File: config.mk
export PLATFORM = sky130hd
export DESIGN_NAME = uart_tx_stream
export DESIGN_NICKNAME = d
export VERILOG_FILES = /design/src/rtl/uart_pkg.sv /design/src/rtl/tx_byte_fifo.sv /design/src/rtl/uart_tx_stream.sv
export SDC_FILE = /design/constraint.sdc
export NUM_CORES = 1
export LEC_CHECK = 0
export BUFFER_PORTS_ARGS = -buffer_cell sky130_fd_sc_hd__buf_2
export CORE_AREA = 8 8 119 164
export DETAILED_ROUTE_END_ITERATION = 8
export DIE_AREA = 0 0 127 172
export PLACE_DENSITY = 0.65
export SYNTH_ARGS = -nofsm -noshare
export SYNTH_HDL_FRONTEND = slang
export SYNTH_SLANG_ARGS = --single-unit
File: constraint.sdc
create_clock -name clk_50MHz -period 2.5 [get_ports clk_50MHz]
set_input_delay 0.75 -clock clk_50MHz [delete_from_list [all_inputs] [get_ports clk_50MHz]]
set_output_delay 0.75 -clock clk_50MHz [all_outputs]
set_load 0.05 [all_outputs]
File: src/rtl/uart_pkg.sv
// Shared constants for the UART transmit path: FSM encodings, frame shape
// and the bit-period helper.
package uart_pkg;

    localparam logic [2:0] ST_IDLE   = 3'd0;
    localparam logic [2:0] ST_START  = 3'd1;
    localparam logic [2:0] ST_DATA   = 3'd2;
    localparam logic [2:0] ST_STOP   = 3'd3;
    localparam logic [2:0] ST_PARITY = 3'd4;

    localparam int DATA_BITS = 8;
    localparam int STOP_BITS = 1;

    // Bit period in clock cycles, truncated.
    function automatic int calc_div(input int clk_hz, input int baud);
        return clk_hz / baud;
    endfunction

endpackage

File: src/rtl/tx_byte_fifo.sv
// Byte FIFO between producers and the UART serialiser: registered read data
// on pop, registered full/empty flags derived from the occupancy count.
module tx_byte_fifo #(
    parameter int DEPTH = 16
) (
    input  logic       clk_50MHz,
    input  logic       reset,
    input  logic       wr_en,
    input  logic [7:0] wr_data,
    input  logic       rd_en,
    output logic [7:0] rd_data,
    output logic       fifo_full,
    output logic       fifo_empty
);
    localparam int AW = $clog2(DEPTH);

    logic [7:0]    mem [DEPTH];
    logic [AW-1:0] wr_ptr_reg;
    logic [AW-1:0] rd_ptr_reg;
    logic [AW:0]   count_reg;
    logic [AW:0]   count_next;
    logic          full_reg;
    logic          empty_reg;
    logic [7:0]    rd_data_reg;
    logic          push;
    logic          pop;

    // A write while full is dropped even if a pop happens on the same edge.
    assign push = wr_en && !full_reg;
    assign pop  = rd_en && !empty_reg;

    always_comb begin
        count_next = count_reg;
        case ({push, pop})
            2'b10:   count_next = count_reg + 1'b1;
            2'b01:   count_next = count_reg - 1'b1;
            default: count_next = count_reg;
        endcase
    end

    always_ff @(posedge clk_50MHz or negedge reset) begin
        if (!reset) begin
            wr_ptr_reg <= '0;
            rd_ptr_reg <= '0;
            count_reg  <= '0;
            full_reg   <= 1'b0;
            empty_reg  <= 1'b1;
        end else begin
            if (push) wr_ptr_reg <= wr_ptr_reg + 1'b1;
            if (pop)  rd_ptr_reg <= rd_ptr_reg + 1'b1;
            count_reg <= count_next;
            full_reg  <= (count_next == (AW+1)'(DEPTH));
            empty_reg <= (count_next == '0);
        end
    end

    // Storage and read port kept reset-free so they map onto block RAM.
    always_ff @(posedge clk_50MHz) begin
        if (push) mem[wr_ptr_reg] <= wr_data;
        if (pop)  rd_data_reg <= mem[rd_ptr_reg];
    end

    assign rd_data    = rd_data_reg;
    assign fifo_full  = full_reg;
    assign fifo_empty = empty_reg;

endmodule

File: src/rtl/uart_tx_stream.sv
// FIFO-fed 8N1 UART transmitter. Define UART_TX_PARITY_EN to insert an
// even-parity bit between the data bits and the stop bit.
module uart_tx_stream
    import uart_pkg::*;
#(
    parameter int CLK_HZ = 50_000_000,
    parameter int BAUD   = 9600,
    parameter int DEPTH  = 16
) (
    input  logic       clk_50MHz,
    input  logic       reset,
    input  logic       wr_en,
    input  logic [7:0] wr_data,
    output logic       fifo_full,
    output logic       fifo_empty,
    output logic       tx,
    output logic       busy,
    output logic       tx_done
);
    localparam int DIV = calc_div(CLK_HZ, BAUD);
    localparam int CW  = $clog2(DIV + 1);

    logic [2:0]    state_reg;
    logic [2:0]    state_next;
    logic [CW-1:0] cnt_reg;
    logic [2:0]    bit_idx_reg;
    logic [7:0]    shift_reg;
    logic          tx_reg;
    logic          busy_reg;
    logic          done_reg;
    logic [7:0]    fifo_rd_data;
    logic          pop;
    logic          cnt_done;
`ifdef UART_TX_PARITY_EN
    logic          parity_reg;
`endif

    assign pop      = (state_reg == ST_IDLE) && !fifo_empty;
    assign cnt_done = (cnt_reg == CW'(DIV - 1));

    tx_byte_fifo #(.DEPTH(DEPTH)) u_fifo (
        .clk_50MHz  (clk_50MHz),
        .reset      (reset),
        .wr_en      (wr_en),
        .wr_data    (wr_data),
        .rd_en      (pop),
        .rd_data    (fifo_rd_data),
        .fifo_full  (fifo_full),
        .fifo_empty (fifo_empty)
    );

    always_comb begin
        state_next = state_reg;
        case (state_reg)
            ST_IDLE:  if (!fifo_empty) state_next = ST_START;
            ST_START: if (cnt_done) state_next = ST_DATA;
            ST_DATA:
                if (cnt_done && bit_idx_reg == 3'(DATA_BITS - 1)) begin
`ifdef UART_TX_PARITY_EN
                    state_next = ST_PARITY;
`else
                    state_next = ST_STOP;
`endif
                end
`ifdef UART_TX_PARITY_EN
            ST_PARITY: if (cnt_done) state_next = ST_STOP;
`endif
            ST_STOP:
                if (cnt_done && bit_idx_reg == 3'(STOP_BITS - 1)) state_next = ST_IDLE;
            default:  state_next = ST_IDLE;
        endcase
    end

    // tx, busy and tx_done are registered from the current state, so the
    // line trails the FSM by one cycle; busy is stretched to cover that cycle.
    always_ff @(posedge clk_50MHz or negedge reset) begin
        if (!reset) begin
            state_reg   <= ST_IDLE;
            cnt_reg     <= '0;
            bit_idx_reg <= '0;
            shift_reg   <= '0;
            tx_reg      <= 1'b1;
            busy_reg    <= 1'b0;
            done_reg    <= 1'b0;
`ifdef UART_TX_PARITY_EN
            parity_reg  <= 1'b0;
`endif
        end else begin
            state_reg <= state_next;

            if (state_reg == ST_IDLE || cnt_done) cnt_reg <= '0;
            else                                   cnt_reg <= cnt_reg + 1'b1;

            if (state_next != state_reg) bit_idx_reg <= '0;
            else if (cnt_done)           bit_idx_reg <= bit_idx_reg + 1'b1;

            // Popped byte is valid from the first START cycle onwards.
            if (state_reg == ST_START)                  shift_reg <= fifo_rd_data;
            else if (state_reg == ST_DATA && cnt_done)  shift_reg <= {1'b0, shift_reg[7:1]};
`ifdef UART_TX_PARITY_EN
            if (state_reg == ST_START) parity_reg <= ^fifo_rd_data;
`endif

            case (state_reg)
                ST_START:  tx_reg <= 1'b0;
                ST_DATA:   tx_reg <= shift_reg[0];
`ifdef UART_TX_PARITY_EN
                ST_PARITY: tx_reg <= parity_reg;
`endif
                default:   tx_reg <= 1'b1;
            endcase

            busy_reg <= (state_reg != ST_IDLE) || (state_next != ST_IDLE);
            done_reg <= (state_reg == ST_STOP) && (state_next == ST_IDLE);
        end
    end

    assign tx      = tx_reg;
    assign busy    = busy_reg;
    assign tx_done = done_reg;

endmodule

### Word-level counts from Yosys, hierarchy flattened

Memory sizes are Yosys's and may differ from the RTL's. A register that Yosys moved wholly into a read port is not among the register bits.
Cells that the tools add are included.

| operators by class | value |
|---|---|
| add/subtract/negate cells | 6 |
| equality and inequality tests | 9 |
| multiplexer cells | 14 |
| reductions and logical operators | 19 |

Operators with widths:

| kind | number |
|---|---|
| $mux 3 | 6 |
| $mux 8 | 2 |
| $add 13x1->13 const B | 1 |
| $eq 13x13->1 const B | 1 |
| $mux 13 | 1 |
| $pmux 3 s4 | 1 |
| $pmux 5 s2 | 1 |
| $logic_not 3->1 | 3 |
| $add 4x1->4 const B | 2 |
| $logic_and 1x1->1 | 7 |
| $eq 3x2->1 const B | 2 |
| $reduce_bool 3->1 | 2 |
| $add 5x1->5 const B | 1 |
| $eq 5x5->1 const B | 1 |
| $logic_not 5->1 | 1 |
| $sub 5x1->5 const B | 1 |
| $reduce_bool 2->1 | 2 |
| $add 3x1->3 const B | 1 |
| $eq 3x1->1 const B | 1 |
| $eq 3x3->1 const B | 1 |
| $ne 3x3->1 | 1 |
| $eq 2x1->1 const B | 1 |
| $eq 2x2->1 const B | 1 |
| $logic_not 1->1 | 2 |
| other kinds (3) | 5 |

| storage, ports and cells | value |
|---|---|
| register bits | 45 |
| memory bits (writable) | 128 |
| output and inout port bits | 5 |
| memories | 1 |

Memories:

| name | words | bits a word | rd ports | clocked after Yosys merged registers in | write ports | line | source |
|---|---|---|---|---|---|---|---|
| u_fifo.mem | 16 | 8 | 1 | 1 | 1 | tx_byte_fifo.sv:17 | `logic [7:0] mem [DEPTH];` |

### Longest topological paths before layout

Gate-level depths: netlist of run 1.

| depth | value |
|---|---|
| word-level depth | 6 |
| gate-level depth with buffers | 13 |
| depth with buffers taken out | 11 |

### By module

A second synthesis of run 1 with hierarchy kept.

| unflattened totals | value |
|---|---|
| cell total of the unflattened synthesis | 429 |
| area, all modules | 7,499.7 µm² |

By module, submodules not included:

| module | times used | cells an instance | area an instance (µm²) |
|---|---|---|---|
| tx_byte_fifo | 1 | 284 | 6,002.0 |
| uart_tx_stream | 1 | 145 | 1,497.7 |

### Least setup slack after synthesis of run 1

OpenSTA, ideal clock, no wires.

| path | value |
|---|---|
| path type | input to register |
| start point | in wr_en |
| end point | reg u_fifo.full_reg, in the netlist u_fifo.fifo_full |
| library setup time | 0.127 ns |
| data arrival time | 2.564 ns |
| path slack | -0.191 ns |
| cell stages on the path | 11 |
| cell sequence | nor2b_1 -> inv_1 -> nand2_4 -> xnor2_1 -> ha_1 -> nor3_1 -> o31ai_4 -> o221a_4 -> and2_1 -> o21ai_1 -> a31oi_1 |

| on the way | value |
|---|---|
| longest elaborated chain between the ends | 4 |
| elaborated cells on any way between the ends | 5 |
| classes of those cells | 3 x eq/ne; 1 x mux; 1 x reduce/logical |

Ends and longest elaborated chain:

| element | line | source |
|---|---|---|
| start, declared | uart_tx_stream.sv:12 | `input logic wr_en,` |
| $logic_and 1x1->1 (*) | tx_byte_fifo.sv:29 | `assign push = wr_en && !full_reg;` |
| $eq 2x1->1 or $eq 2x2->1 (tied branches) | tx_byte_fifo.sv:34 | `case ({push, pop})` |
| $pmux 5 s2 (*) | tx_byte_fifo.sv:34 |  |
| $eq 5x5->1 (*) | tx_byte_fifo.sv:52 | `full_reg <= (count_next == (AW+1)'(DEPTH));` |
| end signal, assigned | tx_byte_fifo.sv:52 |  |
| end, declared | tx_byte_fifo.sv:22 | `logic full_reg;` |

Every way passes the cells marked *; elsewhere a longest branch is shown, timed or not.
A chain may end at the register's enable or synchronous reset.

### Worst setup path after layout of run 1

| path | value |
|---|---|
| start point | reg state_reg[2] |
| end point | reg u_fifo.full_reg, in the netlist u_fifo.fifo_full |

| on the way | value |
|---|---|
| longest elaborated chain between the ends | 6 |
| elaborated cells on any way between the ends | 7 |
| classes of those cells | 3 x eq/ne; 1 x mux; 3 x reduce/logical |

Ends and longest elaborated chain:

| element | line | source |
|---|---|---|
| start, declared | uart_tx_stream.sv:23 | `logic [2:0] state_reg;` |
| start signal, assigned | uart_tx_stream.sv:89 | `state_reg <= state_next;` |
| $logic_not 3->1 (*) | uart_tx_stream.sv:38 | `assign pop = (state_reg == ST_IDLE) && !fifo_empty;` |
| $logic_and 1x1->1 (*) | uart_tx_stream.sv:38 |  |
| $logic_and 1x1->1 (*) | tx_byte_fifo.sv:30 | `assign pop = rd_en && !empty_reg;` |
| $eq 2x1->1 or $eq 2x2->1 (tied branches) | tx_byte_fifo.sv:34 |  |
| $pmux 5 s2 (*) | tx_byte_fifo.sv:34 |  |
| $eq 5x5->1 (*) | tx_byte_fifo.sv:52 |  |

Marked as above.

==> results of run 1 <==
==> layout by cell type, fill, tap and decap left out, drive strengths merged, types with 6 or more instances in the layout <==
cell / n
a21oi: 7
buf: 50
clkbuf: 17
clkinv: 7
dfrtp: 43
edfxtp: 136
ha: 11
inv: 19
mux2i: 9
mux4: 40
nand2: 25
nand2b: 6
nand3: 12
nor2: 37
nor3: 14
o21ai: 13
xnor2: 15
xor2: 9
==> through the flow <==
step | instances | utilization [%] | power (mW)
floorplan | 443 | - | 6.14
global placement | 678 | 47.1 | 6.80
detailed placement | 678 | 47.1 | 6.90
CTS | 710 | 51.1 | 9.74
global route | 711 | 51.4 | 10.2
finish | 711 | 51.4 | 9.71
==> layer usage <==
| metal | routed length, um | up-vias | share of wire (%) | GRT usage (%) |
|---|---|---|---|---|
| li1 | - | 1791 | - | - |
| met1 | 5310 | 1984 | 40 | 14.6 |
| met2 | 7460 | 59 | 56 | 24.2 |
| met3 | 383 | 18 | 2.9 | 3.27 |
| met4 | 234 | 0 | 1.7 | 5.35 |
| met5 | 0 | - | 0 | 0 |
==> synthesized netlist by cell type (2+ instances only) <==
cell type / number / area [um^2]
inv_1: 10 / 37.5
or4b_1: 2 / 20.0
dfrtp_1: 43 / 1080
nor3b_1: 2 / 15.0
nor2b_1: 3 / 18.8
buf_1: 4 / 15.0
nand4_1: 3 / 18.8
nand3_1: 11 / 55.1
o21ai_0: 7 / 35.0
o21ai_1: 6 / 30.0
buf_2: 5 / 25.0
xor2_1: 9 / 78.8
nand2_1: 24 / 90.1
xnor2_1: 15 / 131
and3_1: 3 / 18.8
a21boi_1: 2 / 15.0
a21oi_1: 6 / 30.0
clkbuf_1: 9 / 33.8
or2_2: 2 / 12.5
mux2i_1: 9 / 90.1
edfxtp_1: 136 / 4080
ha_1: 11 / 138
nor2_1: 37 / 139
nor3_1: 12 / 60.1
buf_6: 2 / 22.5
dfstp_2: 2 / 52.6
nand2b_1: 6 / 37.5
mux4_2: 40 / 901
==> cells by family after synthesis <==
group | synth area share, %
mux | 13.3
simple gates | 7.61
xor+xnor | 2.80
fa+ha+maj | 1.83
buf+inv | 1.90
flops | 69.4
other cells | 0.0499
compound gates | 3.11
==> worst max-delay path, cell delays in order (launching register included) <==
cell	delay (ns)
dfrtp_1	0.38
or4_4	0.59
clkinv_8	0.07
nand2_4	0.06
xnor2_4	0.13
ha_4	0.19
nor3_4	0.16
o31ai_4	0.07
o221a_4	0.31
and2_1	0.16
o21ai_1	0.12
a31oi_1	0.09
==> power by group through the flow <==
stage,clock [mW],combinational (mW),sequential [mW]
5_1_grt,2.98,2.92,4.31
2_1_floorplan,0,2.06,4.08
4_1_cts,2.87,2.64,4.23
3_3_place_gp,0,2.54,4.25
6_report,2.80,2.66,4.24
3_5_place_dp,0,2.61,4.29
==> layout make-up <==
class	instances	area share (%)
multi-input cells	231	25.6
flip-flops and latches	181	59.3
repair buffers	50	4.13
well taps	206	2.93
clock buffers	17	4.84
clock inverters	15	2.59
inverters	11	0.612
==> worst min-delay path by stage <==
stage                                  from              endpoint  slack [ns]
after floorplan           u_fifo.rd_data[0]          shift_reg[0]        0.43
after global placement    u_fifo.rd_data[1]          shift_reg[1]        0.44
after detailed placement  u_fifo.rd_data[4]          shift_reg[4]        0.44
after CTS                             reset  u_fifo.wr_ptr_reg[3]        0.25
after global routing                  reset  u_fifo.wr_ptr_reg[2]        0.27
final                                 reset  u_fifo.wr_ptr_reg[3]        0.25
==> timing repair <==
item | CTS | global route
pin swaps | 2 | 0
hold endpoints to repair | 0 | 0
setup buffers | 0 | 1
endpoints found under the setup margin | 2 | 3
hold buffers | 0 | 0
gates resized for setup | 4 | 6
==> results.json, run 1 <==
{
  "clockRootBuffer": "clkbuf_16",
  "p_sw_share_pct": 32.1,
  "ys_types": 50,
  "avgSynthCellArea_um2": 17.0,
  "ys_async_sr_fraction_pct": 24.9,
  "insertion_delay_ns": 0.44,
  "hold_viol_final": 0,
  "finalSetupViolations": 0,
  "wirelength_mm": 13.4,
  "crit_type": "register to register",
  "port_buffers": 15,
  "path_clk_slew_ns": 0.08,
  "vias_per_cell": 5.42,
  "synth_nets": 465,
  "slew_headroom_pct": 58.7,
  "worstRegToRegCells": 11,
  "leakagePower_nw": 3.17,
  "p_seq_share_pct": 43.7,
  "cts.sinks": 181,
  "ant_nets": 0,
  "largest_register_ffs": 128,
  "placement.cell_area_um2": 8070,
  "cp-end-kind": "register",
  "syn2layout_area_growth_pct": 17.0,
  "grt_max_degree": 36,
  "min_path_type": "input port to asynchronous set/reset pin",
  "fmax_ghz": 0.407,
  "layout_setup_ws_ns": 0.0435,
  "worstReg2RegStart": "state_reg[2]",
  "vdd_drop_max_v": 0.000472,
  "clkPwrFrac_pct": 28.9,
  "rr_endpoint": "u_fifo.fifo_full",
  "yosys_most_used_dff": "edfxtp_1",
  "ff2ff_setup_slack_ns": 0.04,
  "num_rows": 57,
  "die_w_um": 127,
  "drc": 0,
  "arrival_ns": 2.76,
  "numCtsBuffers": 17,
  "synth_seq_cells": 181,
  "post-place-ws_ns": -0.136,
  "place_hpwl_mm": 9.26,
  "rsz0062_at_grt": "yes",
  "final_area_um2": 8790,
  "seq_area_um2": 5220,
  "yosysSeqAreaShare_pct": 69.4,
  "syn_area_um2": 7510,
  "clockBufferDepth": 2,
  "power_density_nw_per_um2": 1100,
  "antenna_found_initial": 0,
  "cell_internal_pwr_mw": 6.59,
  "overflow": 0,
  "synth_warnings": 0,
  "floorplan.initialDensity_pct": 43.9,
  "drt_iter0_markers": 328,
  "coreArea_um2": 17100,
  "grt_pass1_wl_mm": 21.7,
  "antenna_cells": 0,
  "startpoint": "state_reg[2]",
  "gp_congestion": 0.787,
  "synth-edff-count": 136,
  "multi_input_area_um2": 2250,
  "hold_ws_ns": 0.246,
  "outcome": "finished clean",
  "drv_cap": 0,
  "required_ns": 2.80,
  "drv_slew": 0,
  "worst_pin_slew_ns": 0.619,
  "wl_per_cell_um": 18.8,
  "cp_max_fo": 5,
  "fill_cells": 1375,
  "dr.pass1.iters": 4,
  "fin_nets": 514,
  "grt_pass1_vias": 4038,
  "vias": 3852,
  "min_period_ns": 2.46,
  "grt_usage_pct": 13.3,
  "p_sw_mw": 3.12,
  "die_y_um": 172,
  "syn-instance-count": 443,
  "p_comb_share_pct": 27.4,
  "min_period_over_period_pct": 98.3,
  "endpoint": "u_fifo.fifo_full",
  "timing.setup.tns_ns": 0,
  "startpoint_type": "register",
  "layout-drive-gt1-share_pct": 29.9,
  "h-tree-depth": 4,
  "die_area_um2": 21800,
  "io_pins": 16,
  "finClkSkew_ns": 0.0188,
  "cts_tree": "built"
}
Note: power is estimated with default switching activity, not from simulation.
==> run 2, diff against run 1 <==
Settings changed: CORE_AREA 8 8 119 164 to 4 4 115 160, DIE_AREA 0 0 127 172 to 0 0 119 164.
==> run 2 against run 1 <==
Combinational power up 2%. Setup slack better by 0.0033 ns. First-iteration DRC count down 39%. Sequential power about the same. Design area down 0.71%. Register-to-register slack about the same. Clock-buffer cell count up 1. Final cell count up 3.5%. Largest cell class unchanged.
==> results.json, run 2 (synthesis gave the netlist of run 1 again) <==
{
  "clockBufferDepth": 2,
  "layout_setup_ws_ns": 0.0468,
  "drc": 0,
  "io_pins": 16,
  "antenna_cells": 0,
  "cts_tree": "built",
  "cp_slowest_cell": "or4_4",
  "finalSetupViolations": 0,
  "antenna_found_initial": 0,
  "fin_nets": 513,
  "min_period_ns": 2.45,
  "post-place-ws_ns": -0.0821,
  "layout_commonest_cell": "edfxtp_1",
  "place_hpwl_mm": 8.94,
  "power_density_nw_per_um2": 1070,
  "gp_congestion": 0.751,
  "finClkSkew_ns": 0.00808,
  "drv_slew": 0,
  "drv_cap": 0,
  "vdd_drop_max_v": 0.000596,
  "rsz0062_at_grt": "yes",
  "slew_headroom_pct": 58.4,
  "required_ns": 2.80,
  "cts.sinks": 181,
  "leakagePower_nw": 3.12,
  "clockRootBuffer": "clkbuf_16",
  "final_util_pct": 51.7,
  "numCtsBuffers": 17,
  "cp_max_fo": 5,
  "path_clk_slew_ns": 0.07,
  "grt_pass1_vias": 4124,
  "drt_iter0_markers": 201,
  "worstRegToRegCells": 11,
  "final_cell_mix": "edfxtp_1, dfrtp_1, mux4_2, nor2_1, buf_4",
  "coreArea_um2": 16900,
  "num_rows": 56,
  "dr.pass1.iters": 4,
  "worst_pin_slew_ns": 0.624,
  "fmax_ghz": 0.408,
  "timing.setup.tns_ns": 0,
  "min_path_type": "input port to asynchronous set/reset pin",
  "floorplan.initialDensity_pct": 44.5,
  "grt_max_degree": 36,
  "final_cells": 736,
  "grt_pass1_wl_mm": 21.4,
  "wirelength_mm": 12.9,
  "outcome": "finished clean",
  "final_area_um2": 8730,
  "startpoint_type": "register",
  "wl_per_cell_um": 17.5,
  "hold_viol_final": 0,
  "die_w_um": 119,
  "die_area_um2": 19500,
  "arrival_ns": 2.75,
  "vias": 3821,
  "min_period_over_period_pct": 98.1,
  "post-place-cells": 704,
  "layout-drive-gt1-share_pct": 29.6,
  "die_y_um": 164,
  "insertion_delay_ns": 0.42,
  "fill_cells": 1359,
  "grt_usage_pct": 14.2,
  "crit_type": "register to register",
  "slowest_delay_ns": 0.58,
  "cp-end-kind": "register",
  "crit_chain": "or4_4 > clkinv_8 > nand2_4 > xnor2_4 > ha_4 > nor3_4 > o31ai_4 > o221a_4 > and2_4 > o21ai_1 > a31oi_1",
  "syn2layout_area_growth_pct": 16.1,
  "largest_register_ffs": 128,
  "placement.cell_area_um2": 8110,
  "port_buffers": 15,
  "vias_per_cell": 5.19,
  "h-tree-depth": 4,
  "cts_hold_repair.buffers": 0,
  "ant_nets": 0,
  "overflow": 0
}
## run 2: cell count changes in the layout (fill, tap and decap cells not counted), sizes merged
cell / previous run / this run
buf: 50 / 49
clkbuf: 17 / 18
clkinv: 7 / 9
clkinvlp: 0 / 2
inv: 19 / 14
## run 2: metal layers
layer / vias up / share of wire [%] / global-route usage, %
li1: 1779 / - / -
met1: 1981 / 39 / 16.3
met2: 50 / 57 / 26.2
met3: 11 / 3.1 / 3.31
met4: 0 / 0.98 / 4.85
met5: - / 0 / 0
## run 2: final cells by class
class | instances | area [um^2] | area share, %
Clock buffer | 18 | 429 | 4.92
Clock inverter | 14 | 105 | 1.20
Inverter | 11 | 53.8 | 0.616
Multi-Input combinational cell | 231 | 2270 | 26.0
Sequential cell | 181 | 5220 | 59.8
Tap cell | 232 | 290 | 3.33
Timing Repair Buffer | 49 | 368 | 4.22
## run 2: critical path, delay by kind of cell (launching register included)
family                     cells  cell delay [ns]
and+or+nand+nor                4             0.95
AOI/OAI and AO/OA              4             0.59
adders and majority gates      1             0.19
DFF                            1             0.40
xor gates and xnor gates       1             0.13
buffers and inverters          1             0.07
## run 2: final timing paths
path,startpoint,end,slack (ns)
hold reg to reg,u_fifo.fifo_empty,busy,0.46
max in group asynchronous,reset,tx,1.59
setup / recovery,state_reg[1],u_fifo.fifo_full,0.05
setup reg to reg,state_reg[1],u_fifo.fifo_full,0.05
hold / removal,reset,u_fifo.count_reg[3],0.26
min in group clk_50MHz,u_fifo.fifo_empty,busy,0.46
## run 2: metrics by stage
stage	hold WS, ns	total power [mW]
finish	0.260	9.36
global route	0.276	9.87
CTS	0.260	9.35
detailed placement	0.444	6.92
global placement	0.437	6.82
floorplan	0.426	6.14
## run 2: repair_timing
action / 4_1_cts / 5_1_grt
setup buffers: 0 / 0
resized for setup: 1 / 12
setup endpoints to repair: 1 / 2
pin swaps: 1 / 4
endpoints found under the hold margin: 0 / 0
## run 2: report_power, final
group / internal (mW) / leakage [nW] / switching (mW)
combinational: 1.41 / 1.07 / 1.31
clock: 1.28 / 0.258 / 1.12
sequential: 3.80 / 1.80 / 0.431
total: 6.50 / 3.12 / 2.86
==> run 3, diff against run 2 <==
Settings changed: CORE_AREA 4 4 115 160 to 4 4 103 145, DIE_AREA 0 0 119 164 to 0 0 107 149, PLACE_DENSITY 0.65 to 0.77, RECOVER_POWER set to 50, SLEW_MARGIN set to 30.
==> run 3 against run 2 <==
The run now ends with negative setup slack left. Combinational power is essentially flat. Clock-buffer cell count decreased by 1. Sequential share of layout area increased by 0.60 points. Design area down 0.99%. Critical endpoint unchanged. Largest power group unchanged.
==> results.json, run 3 (synthesis gave the netlist of run 1 again) <==
{
  "outcome": "finished with violations",
  "min_path_type": "register to register",
  "wl_per_cell_um": 18.8,
  "port_buffers": 15,
  "min_period_ns": 2.51,
  "grt_usage_pct": 18.1,
  "cp.depth": 11,
  "violations": "negative setup slack",
  "arrival_ns": 2.81,
  "antenna_cells": 0,
  "min_period_over_period_pct": 100,
  "slowest_delay_ns": 0.58,
  "cts.sinks": 181,
  "ant_nets": 0,
  "vias": 3846,
  "fmax_ghz": 0.398,
  "layout_setup_ws_ns": -0.0117,
  "grt_pass1_wl_mm": 21.3,
  "cp_slowest_cell": "or4_4",
  "clockBufferDepth": 2,
  "wirelength_mm": 13.0,
  "clockRootBuffer": "clkbuf_16",
  "final_cell_mix": "edfxtp_1, dfrtp_1, mux4_2, nor2_1, buf_4",
  "syn2layout_area_growth_pct": 15.0,
  "largest_register_ffs": 128,
  "slew_headroom_pct": 31.2,
  "leakagePower_nw": 3.09,
  "insertion_delay_ns": 0.43,
  "hold_ws_ns": 0.454,
  "holdPathEnd": "shift_reg[4]",
  "vdd_drop_max_v": 0.000711,
  "hold_viol_final": 0,
  "ff2ff_setup_slack_ns": -0.01,
  "place_hpwl_mm": 8.62,
  "cp-end-kind": "register",
  "drv_cap": 0,
  "seq_area_um2": 5220,
  "post-place-cells": 655,
  "power_density_nw_per_um2": 1090,
  "path_clk_slew_ns": 0.06,
  "num_rows": 51,
  "crit_buf_inv": 1,
  "worst_pin_slew_ns": 1.03,
  "required_ns": 2.80,
  "final_util_pct": 63.3,
  "crit_type": "register to register",
  "cts_tree": "built",
  "crit_family": "simple AND/OR/NAND/NOR gates",
  "layout_commonest_cell": "edfxtp_1",
  "gp_congestion": 0.824,
  "finClkSkew_ns": 0.00767,
  "io_pins": 16,
  "fin_nets": 514,
  "post-place-ws_ns": -0.120,
  "dr.pass1.iters": 4,
  "multi_input_area_um2": 2240,
  "startpoint_type": "register",
  "worstReg2RegStart": "state_reg[1]",
  "die_area_um2": 15900,
  "drv_slew": 0,
  "floorplan.initialDensity_pct": 55.0,
  "rsz0062_at_grt": "yes",
  "holdPathStages": 2,
  "cp_max_fo": 5,
  "fill_cells": 993,
  "rr_endpoint": "u_fifo.fifo_full",
  "drt_iter0_markers": 210,
  "hold_start": "u_fifo.rd_data[4]",
  "die_w_um": 107,
  "final_cells": 690,
  "drc": 0,
  "timing.setup.tns_ns": -0.0117,
  "worstRegToRegCells": 11,
  "finalSetupViolations": 1,
  "layout-drive-gt1-share_pct": 27.5,
  "vias_per_cell": 5.57,
  "grt_max_degree": 36,
  "crit_chain": "or4_4 > clkinv_8 > nand2_4 > xnor2_2 > ha_4 > nor3_4 > o31ai_4 > o221a_4 > and2_4 > o21ai_2 > a31oi_1",
  "coreArea_um2": 13700,
  "numCtsBuffers": 17,
  "h-tree-depth": 4,
  "die_y_um": 149,
  "antenna_found_initial": 0,
  "overflow": 0,
  "grt_pass1_vias": 4169
}
-- run 3: cell types whose count changed in the layout (fill, tap and decap cells not counted), moves of 2 or more --
cell / delta
clkbuf_1: +12
buf_2: -9
clkinv_2: +3
buf_4: -2
clkinv_4: -2
-- run 3: final cells by class --
| cell class | count | share of cell area, % |
|---|---|---|
| sequential | 181 | 60.4 |
| inverter | 11 | 0.623 |
| tap | 185 | 2.68 |
| timing repair buffer | 50 | 3.90 |
| clock buffer | 17 | 4.92 |
| multi-input combinational | 231 | 26.0 |
| clock inverter | 15 | 1.55 |
-- run 3: worst max path at each step --
| stage | start | end |
|---|---|---|
| after CTS | state_reg[2] | u_fifo.fifo_full |
| after floorplan | state_reg[0] | u_fifo.fifo_full |
| after global routing | state_reg[1] | u_fifo.fifo_empty |
| after detailed placement | wr_en | u_fifo.fifo_empty |
| final | state_reg[1] | u_fifo.fifo_full |
| after global placement | wr_en | u_fifo.fifo_empty |
-- run 3: through the flow --
stage | total power [mW] | instance area (um^2)
after floorplan | 6.14 | 7550
after global placement | 6.74 | 8020
after detailed placement | 6.85 | 8020
after CTS | 9.41 | 8630
after global routing | 9.89 | 8640
final | 9.38 | 8640
-- run 3: routing by layer --
| metal | vias up | track usage, % | part of all wire (%) |
|---|---|---|---|
| li1 | 1775 | - | - |
| met1 | 1989 | 20.2 | 38 |
| met2 | 58 | 32.7 | 57 |
| met3 | 24 | 4.76 | 2.7 |
| met4 | 0 | 6.97 | 1.7 |
| met5 | - | 0 | 0 |
-- run 3: timing repair --
action / 4_1_cts / 5_1_grt
pin swaps: 2 / 8
hold buffers: 0 / 0
resized for setup: 4 / 7
endpoints found under the setup margin: 2 / 3
hold endpoints to repair: 0 / 0
setup buffers: 3 / 0
-- run 3: report_power, final --
part / internal (mW) / switching (mW) / leakage [nW] / total [mW]
Clock: 1.38 / 1.10 / 0.274 / 2.48
Combinational: 1.36 / 1.34 / 1.02 / 2.70
Sequential: 3.80 / 0.398 / 1.80 / 4.20
Total: 6.54 / 2.84 / 3.09 / 9.38
-- run 3: worst min-delay path, stage by stage (launching register included) --
cell and delay, ns:
edfxtp_1 0.32, nand2_1 0.04, o21ai_0 0.06
